`src/rtl/i2c_pkg.sv`:
```
// Shared I2C definitions: widths and the target FSM state encoding.
package i2c_pkg;

  localparam int I2C_ADDR_W = 7;
  localparam int I2C_BYTE_W = 8;

  typedef enum logic [2:0] {
    IDLE,
    ADDR,
    ADDR_ACK,
    RX_DATA,
    RX_ACK,
    TX_DATA,
    TX_ACK,
    IGNORE
  } i2c_slv_state_t;

endpackage

```
`src/rtl/i2c_bus_sync.sv`:
```
// SCL/SDA synchronizer with edge, START and STOP detection.
module i2c_bus_sync #(
  parameter int SYNC_STAGES = 2
) (
  input  logic clk,
  input  logic rst,
  input  logic scl_i,
  input  logic sda_i,
  output logic sda,
  output logic scl_rise,
  output logic scl_fall,
  output logic start,
  output logic stop
);

  logic [SYNC_STAGES-1:0] scl_sync;
  logic [SYNC_STAGES-1:0] sda_sync;
  logic                   scl_d;
  logic                   sda_d;
  logic                   scl;

  // Idle bus level is high, so reset to 1 to avoid a false edge after reset.
  always_ff @(posedge clk or posedge rst) begin
    if (rst) begin
      scl_sync <= '1;
      sda_sync <= '1;
      scl_d    <= 1'b1;
      sda_d    <= 1'b1;
    end else begin
      scl_sync <= {scl_sync[SYNC_STAGES-2:0], scl_i};
      sda_sync <= {sda_sync[SYNC_STAGES-2:0], sda_i};
      scl_d    <= scl_sync[SYNC_STAGES-1];
      sda_d    <= sda_sync[SYNC_STAGES-1];
    end
  end

  assign scl      = scl_sync[SYNC_STAGES-1];
  assign sda      = sda_sync[SYNC_STAGES-1];
  assign scl_rise = scl & ~scl_d;
  assign scl_fall = ~scl & scl_d;
  // SDA moving while SCL stays high is a bus condition, not data.
  assign start    = scl & scl_d & sda_d & ~sda;
  assign stop     = scl & scl_d & ~sda_d & sda;

endmodule

```
`src/rtl/i2c_slave_core.sv`:
```
// I2C target engine: address match, write receive, read transmit.
// Optional clock stretching on TX underrun when I2C_SLAVE_CLK_STRETCH_EN is defined.
module i2c_slave_core
  import i2c_pkg::*;
#(
  parameter int SYNC_STAGES = 2
) (
  input  logic                  clk,
  input  logic                  rst,
  input  logic                  enable,
  input  logic [I2C_ADDR_W-1:0] addr_device,
  input  logic                  scl_i,
  input  logic                  sda_i,
  output logic                  scl_o,
  output logic                  sda_o,
  output logic [I2C_BYTE_W-1:0] rx_data,
  output logic                  rx_valid,
  input  logic [I2C_BYTE_W-1:0] tx_data,
  input  logic                  tx_valid,
  output logic                  tx_ack,
  output logic                  addr_match,
  output logic                  rw,
  output logic                  stop_det,
  output logic                  nack_det,
  output logic                  tx_underrun,
  output logic                  busy,
  output i2c_slv_state_t        fsm_state
);

  logic sda, scl_rise, scl_fall, start, stop;

  i2c_bus_sync #(.SYNC_STAGES(SYNC_STAGES)) u_sync (
    .clk      (clk),
    .rst      (rst),
    .scl_i    (scl_i),
    .sda_i    (sda_i),
    .sda      (sda),
    .scl_rise (scl_rise),
    .scl_fall (scl_fall),
    .start    (start),
    .stop     (stop)
  );

  i2c_slv_state_t        state, state_n;
  logic [3:0]            cnt, cnt_n;
  logic [I2C_BYTE_W-1:0] shift, shift_n, rx_data_n;
  logic                  rw_n, busy_n, sda_o_n, stretch, stretch_n;
  logic                  addr_match_n, rx_valid_n, tx_ack_n;
  logic                  stop_det_n, nack_det_n, tx_underrun_n;
  logic                  load_req;

  assign fsm_state = state;

  always_ff @(posedge clk or posedge rst) begin
    if (rst) begin
      state       <= IDLE;
      cnt         <= '0;
      shift       <= '0;
      rx_data     <= '0;
      rw          <= 1'b0;
      busy        <= 1'b0;
      sda_o       <= 1'b1;
      stretch     <= 1'b0;
      addr_match  <= 1'b0;
      rx_valid    <= 1'b0;
      tx_ack      <= 1'b0;
      stop_det    <= 1'b0;
      nack_det    <= 1'b0;
      tx_underrun <= 1'b0;
    end else begin
      state       <= state_n;
      cnt         <= cnt_n;
      shift       <= shift_n;
      rx_data     <= rx_data_n;
      rw          <= rw_n;
      busy        <= busy_n;
      sda_o       <= sda_o_n;
      stretch     <= stretch_n;
      addr_match  <= addr_match_n;
      rx_valid    <= rx_valid_n;
      tx_ack      <= tx_ack_n;
      stop_det    <= stop_det_n;
      nack_det    <= nack_det_n;
      tx_underrun <= tx_underrun_n;
    end
  end

  always_comb begin
    state_n = state;
    if (!enable || stop) begin
      state_n = IDLE;
    end else if (start) begin
      state_n = ADDR;
    end else begin
      case (state)
        ADDR:     if (scl_rise && cnt == 4'd7)
                    state_n = (shift[6:0] == addr_device) ? ADDR_ACK : IGNORE;
        ADDR_ACK: if (scl_fall && cnt == 4'd1) state_n = rw ? TX_DATA : RX_DATA;
        RX_DATA:  if (scl_rise && cnt == 4'd7) state_n = RX_ACK;
        RX_ACK:   if (scl_fall && cnt == 4'd1) state_n = RX_DATA;
        TX_DATA:  if (scl_fall && cnt == 4'd8) state_n = TX_ACK;
        TX_ACK:   if (scl_rise) state_n = sda ? IGNORE : TX_DATA;
        default:  state_n = state;
      endcase
    end
  end

  // Read handshake: tx_valid is a level meaning tx_data holds the next byte;
  // tx_ack pulses for one cycle in the cycle the byte enters the shifter.
  // A load happens at the SCL fall that opens bit 1 (cnt == 0 in TX_DATA),
  // or every cycle while stretching.
  assign load_req = (state == ADDR_ACK && scl_fall && cnt == 4'd1 && rw) ||
                    (state == TX_DATA && cnt == 4'd0 && (scl_fall || stretch));

  always_comb begin
    cnt_n         = cnt;
    shift_n       = shift;
    rx_data_n     = rx_data;
    rw_n          = rw;
    busy_n        = busy;
    sda_o_n       = sda_o;
    stretch_n     = stretch;
    addr_match_n  = 1'b0;
    rx_valid_n    = 1'b0;
    tx_ack_n      = 1'b0;
    stop_det_n    = 1'b0;
    nack_det_n    = 1'b0;
    tx_underrun_n = 1'b0;
    if (!enable || stop) begin
      cnt_n      = '0;
      shift_n    = '0;
      busy_n     = 1'b0;
      sda_o_n    = 1'b1;
      stretch_n  = 1'b0;
      stop_det_n = enable;
    end else if (start) begin
      cnt_n     = '0;
      shift_n   = '0;
      busy_n    = 1'b1;
      sda_o_n   = 1'b1;
      stretch_n = 1'b0;
    end else begin
      case (state)
        ADDR, RX_DATA: if (scl_rise) begin
          shift_n = {shift[6:0], sda};
          cnt_n   = cnt + 4'd1;
          if (cnt == 4'd7) begin
            cnt_n = '0;
            if (state == ADDR) begin
              if (shift[6:0] == addr_device) begin
                addr_match_n = 1'b1;
                rw_n         = sda;
              end
            end else begin
              rx_data_n  = {shift[6:0], sda};
              rx_valid_n = 1'b1;
            end
          end
        end
        ADDR_ACK, RX_ACK: if (scl_fall) begin
          sda_o_n = (cnt != 4'd0);
          cnt_n   = (cnt == 4'd0) ? 4'd1 : 4'd0;
        end
        TX_DATA: if (scl_fall && cnt == 4'd8) begin
          sda_o_n = 1'b1;
          cnt_n   = '0;
        end else if (scl_fall && cnt != 4'd0) begin
          shift_n = shift << 1;
          sda_o_n = shift[6];
          cnt_n   = cnt + 4'd1;
        end
        TX_ACK: if (scl_rise && sda) nack_det_n = 1'b1;
        default: ;
      endcase
      if (load_req) begin
        if (tx_valid) begin
          shift_n   = tx_data;
          sda_o_n   = tx_data[7];
          tx_ack_n  = 1'b1;
          cnt_n     = 4'd1;
          stretch_n = 1'b0;
        end else begin
`ifdef I2C_SLAVE_CLK_STRETCH_EN
          stretch_n = 1'b1;
          sda_o_n   = 1'b1;
          cnt_n     = '0;
`else
          shift_n       = '1;
          sda_o_n       = 1'b1;
          tx_underrun_n = 1'b1;
          cnt_n         = 4'd1;
`endif
        end
      end
    end
  end

`ifdef I2C_SLAVE_CLK_STRETCH_EN
  // SCL stays held through the load cycle and is released one cycle after it.
  always_ff @(posedge clk or posedge rst) begin
    if (rst) scl_o <= 1'b1;
    else     scl_o <= !(stretch_n || (stretch && tx_ack_n));
  end
`else
  assign scl_o = 1'b1;
`endif

endmodule

```
`config.mk`:
```
export PLATFORM = sky130hd
export DESIGN_NAME = i2c_slave_core
export DESIGN_NICKNAME = d
export VERILOG_FILES = /design/src/rtl/i2c_pkg.sv /design/src/rtl/i2c_bus_sync.sv /design/src/rtl/i2c_slave_core.sv
export SDC_FILE = /design/constraint.sdc
export NUM_CORES = 1
export LEC_CHECK = 0
export BUFFER_PORTS_ARGS = -buffer_cell sky130_fd_sc_hd__buf_2
export CAP_MARGIN = 20
export CORE_UTILIZATION = 25
export CTS_CLUSTER_DIAMETER = 120
export DETAILED_ROUTE_END_ITERATION = 7
export PLACE_DENSITY_LB_ADDON = 0.05
export SYNTH_ARGS = -nofsm -noshare
export SYNTH_HDL_FRONTEND = slang
export SYNTH_SLANG_ARGS = --single-unit
```
`constraint.sdc`:
```
create_clock -name clk -period 2.85 [get_ports clk]
set_input_delay 0.4275 -clock clk [delete_from_list [all_inputs] [get_ports clk]]
set_output_delay 0.4275 -clock clk [all_outputs]
set_load 0.05 [all_outputs]
```
# [Word-level counts from Yosys, hierarchy flattened]
# Cells that the tools add are included.
[classes] n_addsub=1 n_reduce_logical=32 n_mux=70 n_bitwise=14 n_eq_ne=21
[ops] operator="$mux 7" n=7
[ops] operator="$mux 1" n=40
[ops] operator="$mux 4" n=8
[ops] operator="$mux 3" n=10
[ops] operator="$pmux 3 s6" n=1
[ops] operator="$ne 4x4->1 const B" n=4
[ops] operator="$pmux 7 s2" n=1
[ops] operator="$reduce_and 7->1" n=2
[ops] operator="$pmux 4 s3" n=1
[ops] operator="$logic_and 1x1->1" n=10
[ops] operator="$ne 5x5->1 const B" n=2
[ops] operator="$reduce_bool 5->1" n=2
[ops] operator="$eq 3x3->1 const B" n=3
[ops] operator="$ne 4x3->1 const B" n=2
[ops] operator="$reduce_and 4->1" n=2
[ops] operator="$reduce_bool 8->1" n=1
[ops] operator="$and 1x1->1" n=7
[ops] operator="$eq 7x7->1" n=1
[ops] operator="$not 1->1" n=7
[ops] operator="$eq 3x2->1 const B" n=2
[ops] operator="$ne 6x4->1 const B" n=1
[ops] operator="$reduce_and 6->1" n=1
[ops] operator="$reduce_bool 3->1" n=2
[ops] operator="$reduce_bool 6->1" n=1
[ops] operator="17 further kinds" n=20
[totals] wordCells=156 ff_bits=38

# [Depth between registers and ports, before layout]
[depth] word_depth=9 ltp_mapped=8 depth_no_buf=7

# [By module]
# A second synthesis with hierarchy kept.
[unflattened] cells_unflattened=216 hier_area_um2=2172.1
[modules_own_cells] mod="i2c_slave_core" n_inst=1 cells_per_inst=205 area_per_inst_um2=1978.1
[modules_own_cells] mod="i2c_bus_sync" n_inst=1 cells_per_inst=11 area_per_inst_um2=193.9

# [Worst setup path after synthesis]
# OpenSTA, ideal clock, no wires.
[synth_timing] path_kind="reg-to-reg" from="register state[2] (netlist: fsm_state[2])" to="register shift[1]" t_arrival_ps=2227 t_required_ps=2718 path_slack_ps=491 path_stages_with_launch=8 cell_sequence="dfrtp_1 -> buf_2 -> inv_2 -> ha_1 -> nand2b_2 -> o31ai_4 -> mux2i_1 -> a211oi_2"
[synth_via] elab_chain_len=8 word_cells_on_any_way=20
[synth_rtl] item="start: declaration" line_no="i2c_slave_core.sv:44" rtl="i2c_slv_state_t state, state_n;"
[synth_rtl] item="start signal: assignment" line_no="i2c_slave_core.sv:71" rtl="state <= state_n;"
[synth_rtl] item="branches (longest 8 deep; another with $pmux 7 s2)"
[synth_rtl] item="end signal: assignment" line_no="i2c_slave_core.sv:73" rtl="shift <= shift_n;"
[synth_rtl] item="end: declaration" line_no="i2c_slave_core.sv:46" rtl="logic [I2C_BYTE_W-1:0] shift, shift_n, rx_data_n;"
# Parallel ways; which one is timed is not known.
# A chain may end at the register's enable or synchronous reset.

# [Worst setup path in the final report]
[layout_timing] from="register state[0] (netlist: fsm_state[0])" to="register state[1] (netlist: fsm_state[1])"
[layout_via] elab_chain_len=4 word_cells_on_any_way=17
[layout_rtl] item="$eq 3x3->1, or another cell as far along" line_no="i2c_slave_core.sv:95" rtl="case (state)"
[layout_rtl] item="$pmux 3 s6" line_no="i2c_slave_core.sv:95"
[layout_rtl] item="$mux 3" line_no="i2c_slave_core.sv:92" rtl="end else if (start) begin"
[layout_rtl] item="$mux 3" line_no="i2c_slave_core.sv:90" rtl="if (!enable || stop) begin"
# Parallel ways exist; a longest one is shown, timed or not.

==> flow_metrics.env <==
export IMPL_finalSetupViolations=0
export IMPL_status="completed"
export IMPL_rsz0062_at_grt="no"
export IMPL_stdcell_count=362
export IMPL_drtIter0Drc=87
export IMPL_drt_total_wl_microns=5950
export IMPL_hold_class="input port to register"
export IMPL_reg2reg_slack_ns=0.78
export IMPL_area_growth_pct=20.3
export IMPL_fp_dieH_microns=96.4
export IMPL_relSlewSlack_pct=55.1
export IMPL_rows=34
export IMPL_worstSetupStartpointType="register"
export IMPL_gp_congestion=0.726
export IMPL_fp_dieW_microns=96.4
export IMPL_grt_overflow_total=0
export IMPL_hold_viol=0
export IMPL_max_freq_ghz=0.483
export IMPL_post_cts_resized=0
export IMPL_coreArea_sq_um=8680
export IMPL_dp_cells=354
export IMPL_synthDistinctLibCells=58
export IMPL_crit_path_end_kind="register"
export IMPL_tightestPinTransition_ns=0.668
export IMPL_worstPathMaxFanout=13
export IMPL_grt_pass1_wl_microns=9520
export IMPL_worstPathRequired_ns=3.04
export IMPL_grt_antenna_before_repair=0
export IMPL_r2r_cells=6
export IMPL_cts_buffer_depth=2
export IMPL_startpoint="fsm_state[0]$_DFFE_PP0P_"
export IMPL_synth_edf_count=0
export IMPL_placed_cell_area_sq_um=2560
export IMPL_ys_seq_area_share_pct=41.9
export IMPL_period_minus_slack_ns=2.07
export IMPL_diodes=0
export IMPL_max_vdd_ir_drop_uv=178
export IMPL_crit_type="register to register"
export IMPL_cts_sinks=37
export IMPL_root_buffer="clkbuf_8"
export IMPL_synth_seq_cells=37
export IMPL_setup_tns_ns=0
export IMPL_worstPathArrival_ns=2.26
export IMPL_r2r_end="fsm_state[1]$_DFFE_PP0P_"
export IMPL_grt_pass1_vias=1786
export IMPL_grt_usage_pct=13.9
export IMPL_total_power_uw=1750
export IMPL_async_flop_share_pct=100
export IMPL_post_cts_buffers=0
export IMPL_initial_utilization_pct=25.7
export IMPL_firstDrtPassIters=4
export IMPL_cap_violations=0
export IMPL_nets=279
export IMPL_ios=42
export IMPL_port_buffers=40
export IMPL_viasPerCell=4.89
export IMPL_place_hpwl_microns=4410
export IMPL_hold_buffers=0
export IMPL_slew_viol_final=0
export IMPL_power_density_nw_per_um2=654
export IMPL_drc=0
export IMPL_die_area_sq_um=9300
export IMPL_syn_avg_cell_area_sq_um=10.6
export IMPL_p_leak_uw=0.00118
export IMPL_r2r_start="fsm_state[0]$_DFFE_PP0P_"
export IMPL_synth_ff_type="dfrtp_1"
export IMPL_grt_max_degree=38
export IMPL_drive_gt1_share_pct=32.7
export IMPL_detail_route_antenna_nets=0
export IMPL_clk_latency_ns=0.29
export IMPL_synth_area_sq_um=2230
export IMPL_clk_pin_slew_worst_paths_ns=0.08
export IMPL_syn_inst=211
export IMPL_final_area_sq_um=2680
export IMPL_syn_nets=237
export IMPL_clock_skew_ns=0.00872
export IMPL_htree_levels=2
export IMPL_hold_start="scl_i"
export IMPL_endpoint="fsm_state[1]$_DFFE_PP0P_"
export IMPL_cts_made_buffers=5
export IMPL_ys_warn_count=0
export IMPL_finalCritPeriodShare_pct=72.6
export IMPL_finalHoldWorstSlack_ns=0.234
export IMPL_cts_tree="built"
export IMPL_dr_total_vias=1769
export IMPL_wl_per_cell_microns=16.4
Yosys cell counts (all sizes together), types with 3 or more instances:
cell type / n / share of area, %
inv: 5 / 0.84
xor2: 7 / 2.7
nand2b: 7 / 2.1
mux2i: 8 / 3.6
a21oi: 12 / 3.2
a211oi: 11 / 5.3
a31oi: 5 / 1.4
nor3b: 10 / 3.4
nor2b: 3 / 1.2
nand4: 3 / 0.84
o211ai: 3 / 1.0
nand3: 4 / 0.90
nand2: 10 / 1.7
o21ai: 11 / 2.5
mux2: 9 / 4.5
a31o: 3 / 1.2
dfrtp: 30 / 34
buf: 11 / 3.1
ha: 5 / 2.8
dfstp: 7 / 8.2
nor2: 10 / 1.7
nor3: 5 / 1.3
cells by family (layout without fill, tap and decap cells):
| logic type | after synthesis | in the layout | share of synthesized area (%) |
|---|---|---|---|
| fa+ha+maj | 5 | 5 | 2.81 |
| mux | 17 | 17 | 8.14 |
| xor+xnor | 9 | 9 | 3.54 |
| buf+inv | 17 | 60 | 4.15 |
| other cells | 1 | 1 | 0.168 |
| flops | 37 | 37 | 41.9 |
| compound gates | 60 | 60 | 21.0 |
| simple gates | 65 | 65 | 18.3 |
worst max-delay path, stage by stage, from the launching register on:
cell and delay [ns]:
dfrtp_1 0.51, buf_4 0.26, or4b_1 0.50, a21oi_1 0.17
o32a_2 0.22, a21oi_1 0.09, a311oi_2 0.23
area by class of cell:
class | instances | area (sq um)
sequential | 37 | 935
tap | 108 | 135
timing repair buffer | 47 | 265
clock inverter | 2 | 37.5
clock buffer | 6 | 82.6
inverter | 5 | 18.8
multi-input combinational | 157 | 1210
fill | 938 | 6000
stage by stage:
stage,setup WS [ns],util (%)
after global placement,0.741,29.5
after global routing,0.610,30.9
after CTS,0.748,30.9
final,0.781,30.9
after floorplan,0.491,-
after detailed placement,0.748,29.5
state kept, by name, summed over array words and instances, names as in the netlist, 2 cells and up:
signal / cells
u_sync.sda_sync: 2
cnt: 4
u_sync.scl_sync: 2
shift: 7
fsm_state: 3
rx_data: 8
report_power, final:
group | total (uW) | switching, uW | internal (uW)
sequential | 624 | 61.8 | 562
clock | 484 | 199 | 285
combinational | 647 | 401 | 245
total | 1750 | 662 | 1090
how the worst min path moves through the flow:
stage,end,slack (ns),cells past startpoint
after detailed placement,u_sync.scl_sync[1]$_DFF_PP1_,0.35,0
after floorplan,u_sync.scl_sync[1]$_DFF_PP1_,0.35,0
after global routing,u_sync.scl_sync[0]$_DFF_PP1_,0.21,1
final,u_sync.scl_sync[0]$_DFF_PP1_,0.23,1
after CTS,u_sync.scl_sync[0]$_DFF_PP1_,0.22,1
after global placement,u_sync.scl_sync[1]$_DFF_PP1_,0.35,0
layout by cell type, fill, tap and decap left out, types with 4 or more instances in the layout:
master / Yosys / final
nand2_1: 10 / 10
a211oi_2: 7 / 7
inv_1: 4 / 4
mux2_1: 8 / 8
a21oi_1: 11 / 11
dfrtp_1: 30 / 30
nand2b_1: 6 / 6
clkbuf_8: 0 / 6
buf_4: 1 / 6
ha_1: 5 / 5
nor2_1: 10 / 10
nor3_1: 4 / 4
a31oi_1: 5 / 4
mux2i_1: 8 / 8
dfstp_2: 7 / 7
o21ai_0: 10 / 9
nand3_1: 4 / 4
xor2_1: 7 / 7
buf_2: 8 / 40
a211oi_1: 4 / 4
nor3b_1: 10 / 10
per-layer routing:
layer	vias to the layer above	part of all wire (%)	GRT usage [%]	wire length (microns)
met1	854	45	17.5	2680
met3	6	5.0	3.68	300
li1	862	-	-	-
met4	0	1.5	4.90	89
met5	-	0	0	0
met2	47	48	22.8	2880
Power figures use the tool's default switching activity.
